## src/rtl/fpga_boot_sequencer.sv

```systemverilog
`default_nettype none
// -------------------------------------------------------------------------------
// fpga_boot_sequencer - holds the SoC in reset until lock/button allow, reports exit status. Rev 1.0
// -------------------------------------------------------------------------------
module fpga_boot_sequencer #(
  parameter int unsigned DEBOUNCE_CYCLES   = 16,
  parameter int unsigned RESET_HOLD_CYCLES = 64,
  parameter int unsigned SLOW_BLINK_LOG2   = 24,
  parameter int unsigned FAST_BLINK_LOG2   = 21
) (
  input  logic        clk_i,
  input  logic        rst_ni,
  input  logic        locked_i,
  input  logic        rst_btn_i,
  input  logic        exit_valid_i,
  input  logic [31:0] exit_value_i,
  output logic        soc_rst_no,
  output logic [1:0]  state_o,
  output logic        exit_done_o,
  output logic [31:0] exit_code_o,
  output logic        status_led_o
);

  localparam int unsigned DW = (DEBOUNCE_CYCLES > 1) ? $clog2(DEBOUNCE_CYCLES) : 1;
  localparam int unsigned HW = (RESET_HOLD_CYCLES > 1) ? $clog2(RESET_HOLD_CYCLES) : 1;
  localparam logic [DW-1:0] DEB_LAST  = DW'(DEBOUNCE_CYCLES - 1);
  localparam logic [HW-1:0] HOLD_LAST = HW'(RESET_HOLD_CYCLES - 1);

  typedef enum logic [1:0] {
    WAIT_LOCK = 2'd0,
    HOLD      = 2'd1,
    RUN       = 2'd2,
    DONE      = 2'd3
  } state_t;

  state_t                 state, state_next;
  logic                   lock_meta, lock_s, btn_meta, btn_s, btn_d;
  logic [DW-1:0]          deb_cnt;
  logic [HW-1:0]          hold_cnt, hold_next;
  logic [SLOW_BLINK_LOG2:0] blink_cnt, blink_next;
  logic                   done_next, led_next, abort;
  logic [31:0]            code_next;

  always_ff @(posedge clk_i or negedge rst_ni) begin
    if (!rst_ni) begin
      lock_meta <= 1'b0;
      lock_s    <= 1'b0;
      btn_meta  <= 1'b0;
      btn_s     <= 1'b0;
    end else begin
      lock_meta <= locked_i;
      lock_s    <= lock_meta;
      btn_meta  <= rst_btn_i;
      btn_s     <= btn_meta;
    end
  end

  // btn_d only follows btn_s after DEBOUNCE_CYCLES consecutive disagreeing cycles
  always_ff @(posedge clk_i or negedge rst_ni) begin
    if (!rst_ni) begin
      deb_cnt <= '0;
      btn_d   <= 1'b0;
    end else if (btn_s == btn_d) begin
      deb_cnt <= '0;
    end else if (deb_cnt == DEB_LAST) begin
      deb_cnt <= '0;
      btn_d   <= btn_s;
    end else begin
      deb_cnt <= deb_cnt + 1'b1;
    end
  end

  assign abort      = !lock_s || btn_d;
  assign blink_next = blink_cnt + 1'b1;

  always_comb begin
    state_next = state;
    hold_next  = hold_cnt;
    done_next  = exit_done_o;
    code_next  = exit_code_o;
    if (abort) begin
      state_next = WAIT_LOCK;
    end else begin
      case (state)
        WAIT_LOCK: begin
          hold_next  = '0;
          state_next = HOLD;
        end
        HOLD: begin
          hold_next = hold_cnt + 1'b1;
          if (hold_cnt == HOLD_LAST) state_next = RUN;
        end
        RUN: begin
          if (exit_valid_i) begin
            state_next = DONE;
            done_next  = 1'b1;
            code_next  = exit_value_i;
          end
        end
        default: state_next = DONE;
      endcase
    end
    if (state_next == WAIT_LOCK) begin
      hold_next = '0;
      done_next = 1'b0;
      code_next = '0;
    end
    // LED is registered, so it is computed from next-cycle state and counter
    case (state_next)
      WAIT_LOCK: led_next = 1'b0;
      HOLD:      led_next = 1'b1;
      RUN:       led_next = blink_next[SLOW_BLINK_LOG2];
      default:   led_next = code_next[0] ? blink_next[FAST_BLINK_LOG2] : 1'b1;
    endcase
  end

  always_ff @(posedge clk_i or negedge rst_ni) begin
    if (!rst_ni) begin
      state        <= WAIT_LOCK;
      hold_cnt     <= '0;
      blink_cnt    <= '0;
      soc_rst_no   <= 1'b0;
      exit_done_o  <= 1'b0;
      exit_code_o  <= '0;
      status_led_o <= 1'b0;
    end else begin
      state        <= state_next;
      hold_cnt     <= hold_next;
      blink_cnt    <= blink_next;
      soc_rst_no   <= (state_next == RUN) || (state_next == DONE);
      exit_done_o  <= done_next;
      exit_code_o  <= code_next;
      status_led_o <= led_next;
    end
  end

  assign state_o = state;

endmodule
`default_nettype wire

```

## config.mk

```make
export PLATFORM = sky130hd
export DESIGN_NAME = fpga_boot_sequencer
export DESIGN_NICKNAME = d
export VERILOG_FILES = /design/src/rtl/fpga_boot_sequencer.sv
export SDC_FILE = /design/constraint.sdc
export NUM_CORES = 1
export LEC_CHECK = 0
export BUFFER_PORTS_ARGS = -buffer_cell sky130_fd_sc_hd__buf_2
export CORE_MARGIN = 8
export CORE_UTILIZATION = 50
export CTS_CLUSTER_SIZE = 20
export DETAILED_ROUTE_END_ITERATION = 10
export GPL_TIMING_DRIVEN = 1
export PLACE_DENSITY_LB_ADDON = 0.1
export SLEW_MARGIN = 40
export SYNTH_ARGS = -nofsm -noshare
export SYNTH_HDL_FRONTEND = slang
export SYNTH_SLANG_ARGS = --single-unit
```

## constraint.sdc

```tcl
create_clock -name clk_i -period 1.9 [get_ports clk_i]
set_input_delay 0.19 -clock clk_i [delete_from_list [all_inputs] [get_ports clk_i]]
set_output_delay 0.19 -clock clk_i [all_outputs]
set_load 0.1 [all_outputs]
```

==> results.yml <==
clock_network:
  cts_root_buf: "clkbuf_8"
  cts_setup_buffers: 0
  clkLatencyLatePin_ns: 0.35
  cts_buffer_depth: 2
  numCtsBuffers: 9
  cts_tree: "yes"
  path_clk_slew_ns: 0.09
  cts_max_level: 3
  cts_sinks: 77
timing:
  finalHoldViolations: 0
  finalSetupTns_ns: 0
  period_needed_ns: 1.69
  setup_viol: 0
  max-slew-margin-rel_pct: 59.0
  rsz0062_at_grt: "false"
  tightestPinTransition_ns: 0.614
  slew_viol_final: 0
  clock_skew_ns: 0.0139
  timing.final.crit_share_pct: 88.9
  max_freq_mhz: 592
route:
  drc: 0
  drt_first_pass_iters: 4
  vias_per_cell: 4.94
  ant_nets: 0
  first_iter_violations: 96
  vias: 2325
  routedWlPerCell_um: 14.1
  routed_wl_um: 6620
place:
  place_area_um2: 3710
  place_congestion: 0.801
  io_buffers: 73
  dp_hpwl_um: 4740
worst_setup_path:
  crit_path_max_fanout: 5
  worstRegToRegCells: 6
  required_ns: 2.13
  path_class: "reg -> reg"
  start_kind: "register"
  crit_arrival_ns: 1.92
  end_kind: "register"
logic_synthesis:
  syn_nets: 348
  avgSynthCellArea_um2: 10.4
  ys_warn_count: 0
  netlist-cell-type-count: 34
  synth.cell_area_um2: 3210
  synth.top_cell.area_share_pct: 60.0
  synthTopCellsByArea: "dfrtp_1, nand2_1, a21oi_1, xnor2_1, nor2_1"
  syn_inst: 308
  ys_ff_latch: 77
  synth_area_leader_cell: "dfrtp_1"
  synth-seq-area-share_pct: 60.0
final_layout:
  drive_gt1_share_pct: 27.4
  diodes: 0
  fin_nets: 429
  layout_commonest_cell: "nand2_1"
  fin_area_um2: 3970
  mostFrequentLayoutCells: "nand2_1, dfrtp_1, buf_2, a21oi_1, xnor2_1"
  area_growth_pct: 23.7
floorplanning:
  die_area_um2: 9240
  rows: 29
  start_util_pct: 51.2
  ios: 74
  die_height_um: 96.1
  die_width_um: 96.1
  core-area_um2: 6280
global_route:
  use_met3_pct: 3.98
  use_met1_pct: 19.5
  grt_pass1_wl_um: 10900
  met2_usage_pct: 23.5
  grt_pass1_vias: 2297
  grt_start_max_net_pins: 37
  grtUsageTotal_pct: 15.1
  busiest_layer: "met2"
  antenna_found_initial: 0
  grt_overflow: 0
flow_run:
  cap_violations: 0
power_and_ir_drop:
  total_power_mw: 3.23
  irDropWorstVdd_v: 0.000488
  power_density_nw_per_um2: 813
  power_leakage_nw: 1.94
worst_hold_path:
  holdPathStages: 3
  min_path_type: "in -> reg"
status:
  status: "finished, final reports clean"
cell type report:
type | count | area (µm²)
inverters | 4 | 15.0
flip-flops and latches | 77 | 1930
multi-input cells | 215 | 1230
clock inverters | 3 | 67.6
repair buffers | 82 | 468
well taps | 77 | 96.3
clock buffers | 13 | 169
fillers | 532 | 2300
cells by family (layout without fill, tap and decap cells):
logic type	Yosys count	count (layout)	share of synthesized area (%)
multiplexers	2	2	0.662
flip-flops	77	77	60.0
buffers and inverters	16	102	1.87
AND/OR/NAND/NOR	140	140	21.3
XOR/XNOR	28	28	8.10
AO/OA/AOI/OAI	42	42	6.90
adder cells (fa/ha/maj)	3	3	1.17
stage by stage:
| stage | setup slack (ns) | util (%) | hold slack (ns) | cells |
|---|---|---|---|---|
| 2_1_floorplan | 0.226 | - | -0.106 | 308 |
| 5_1_grt | 0.0848 | 63.3 | 0.0571 | 471 |
| 6_report | 0.211 | 63.3 | 0.0605 | 471 |
| 3_5_place_dp | 0.189 | 59.0 | 0.0685 | 452 |
| 3_3_place_gp | 0.253 | 59.0 | 0.0703 | 452 |
| 4_1_cts | 0.190 | 63.3 | 0.0530 | 471 |
flip-flops by register name (all words and copies together) (netlist names):
name          cells
state_o           2
btn_meta          1
deb_cnt           4
lock_s            1
hold_cnt          6
blink_cnt        25
lock_meta         1
btn_d             1
exit_code_o      32
btn_s             1
status_led_o      1
soc_rst_no        1
exit_done_o       1
report_power, final:
| part | total [mW] | internal, mW | switching (mW) |
|---|---|---|---|
| clock network | 1.43 | 0.849 | 0.580 |
| logic | 0.137 | 0.0520 | 0.0855 |
| registers | 1.66 | 1.65 | 0.0118 |
| total | 3.23 | 2.55 | 0.677 |
synthesized netlist by cell type, drive strengths merged:
cell	number
clkbuf	10
mux2i	1
buf	2
nand2	83
nand4	5
nor2b	4
nand4b	3
nor2	18
inv	4
xor2	7
nor3b	4
a21oi	36
or2	1
and4	1
and4b	1
ha	3
and3	2
nand3	13
and2b	1
xnor2	21
nor3	1
nor4	2
dfrtp	77
o221a	1
mux2	1
nand2b	1
a211oi	1
o21ai	3
a22oi	1
metal layers:
metal  wire length, µm  vias up
met5                 0        -
met4               109        0
met3               472       11
met2              3080       48
met1              2960     1086
li1                  -     1180
what timing repair did:
item / in CTS / in global routing
endpoints found under the hold margin: 53 / 0
hold buffers: 3 / 0
resized for setup: 0 / 0
worst paths after layout:
kind | from | end | slack (ns)
setup / recovery | blink_cnt[0] | status_led_o | 0.21
hold reg to reg | btn_meta | btn_s | 0.35
setup reg to reg | blink_cnt[0] | status_led_o | 0.21
hold / removal | exit_value_i[1] | exit_code_o[1] | 0.06
max in group asynchronous | rst_ni | blink_cnt[0] | 1.06
min in group asynchronous | rst_ni | hold_cnt[3] | 0.24
worst max-delay path, stage by stage (launching register included):
cell     delay, ns
dfrtp_1       0.38
ha_1          0.19
nand3_1       0.21
nor3_2        0.23
nand4_2       0.15
xnor2_2       0.16
o221a_1       0.26
No activity file was read; power rests on OpenSTA's default activity.
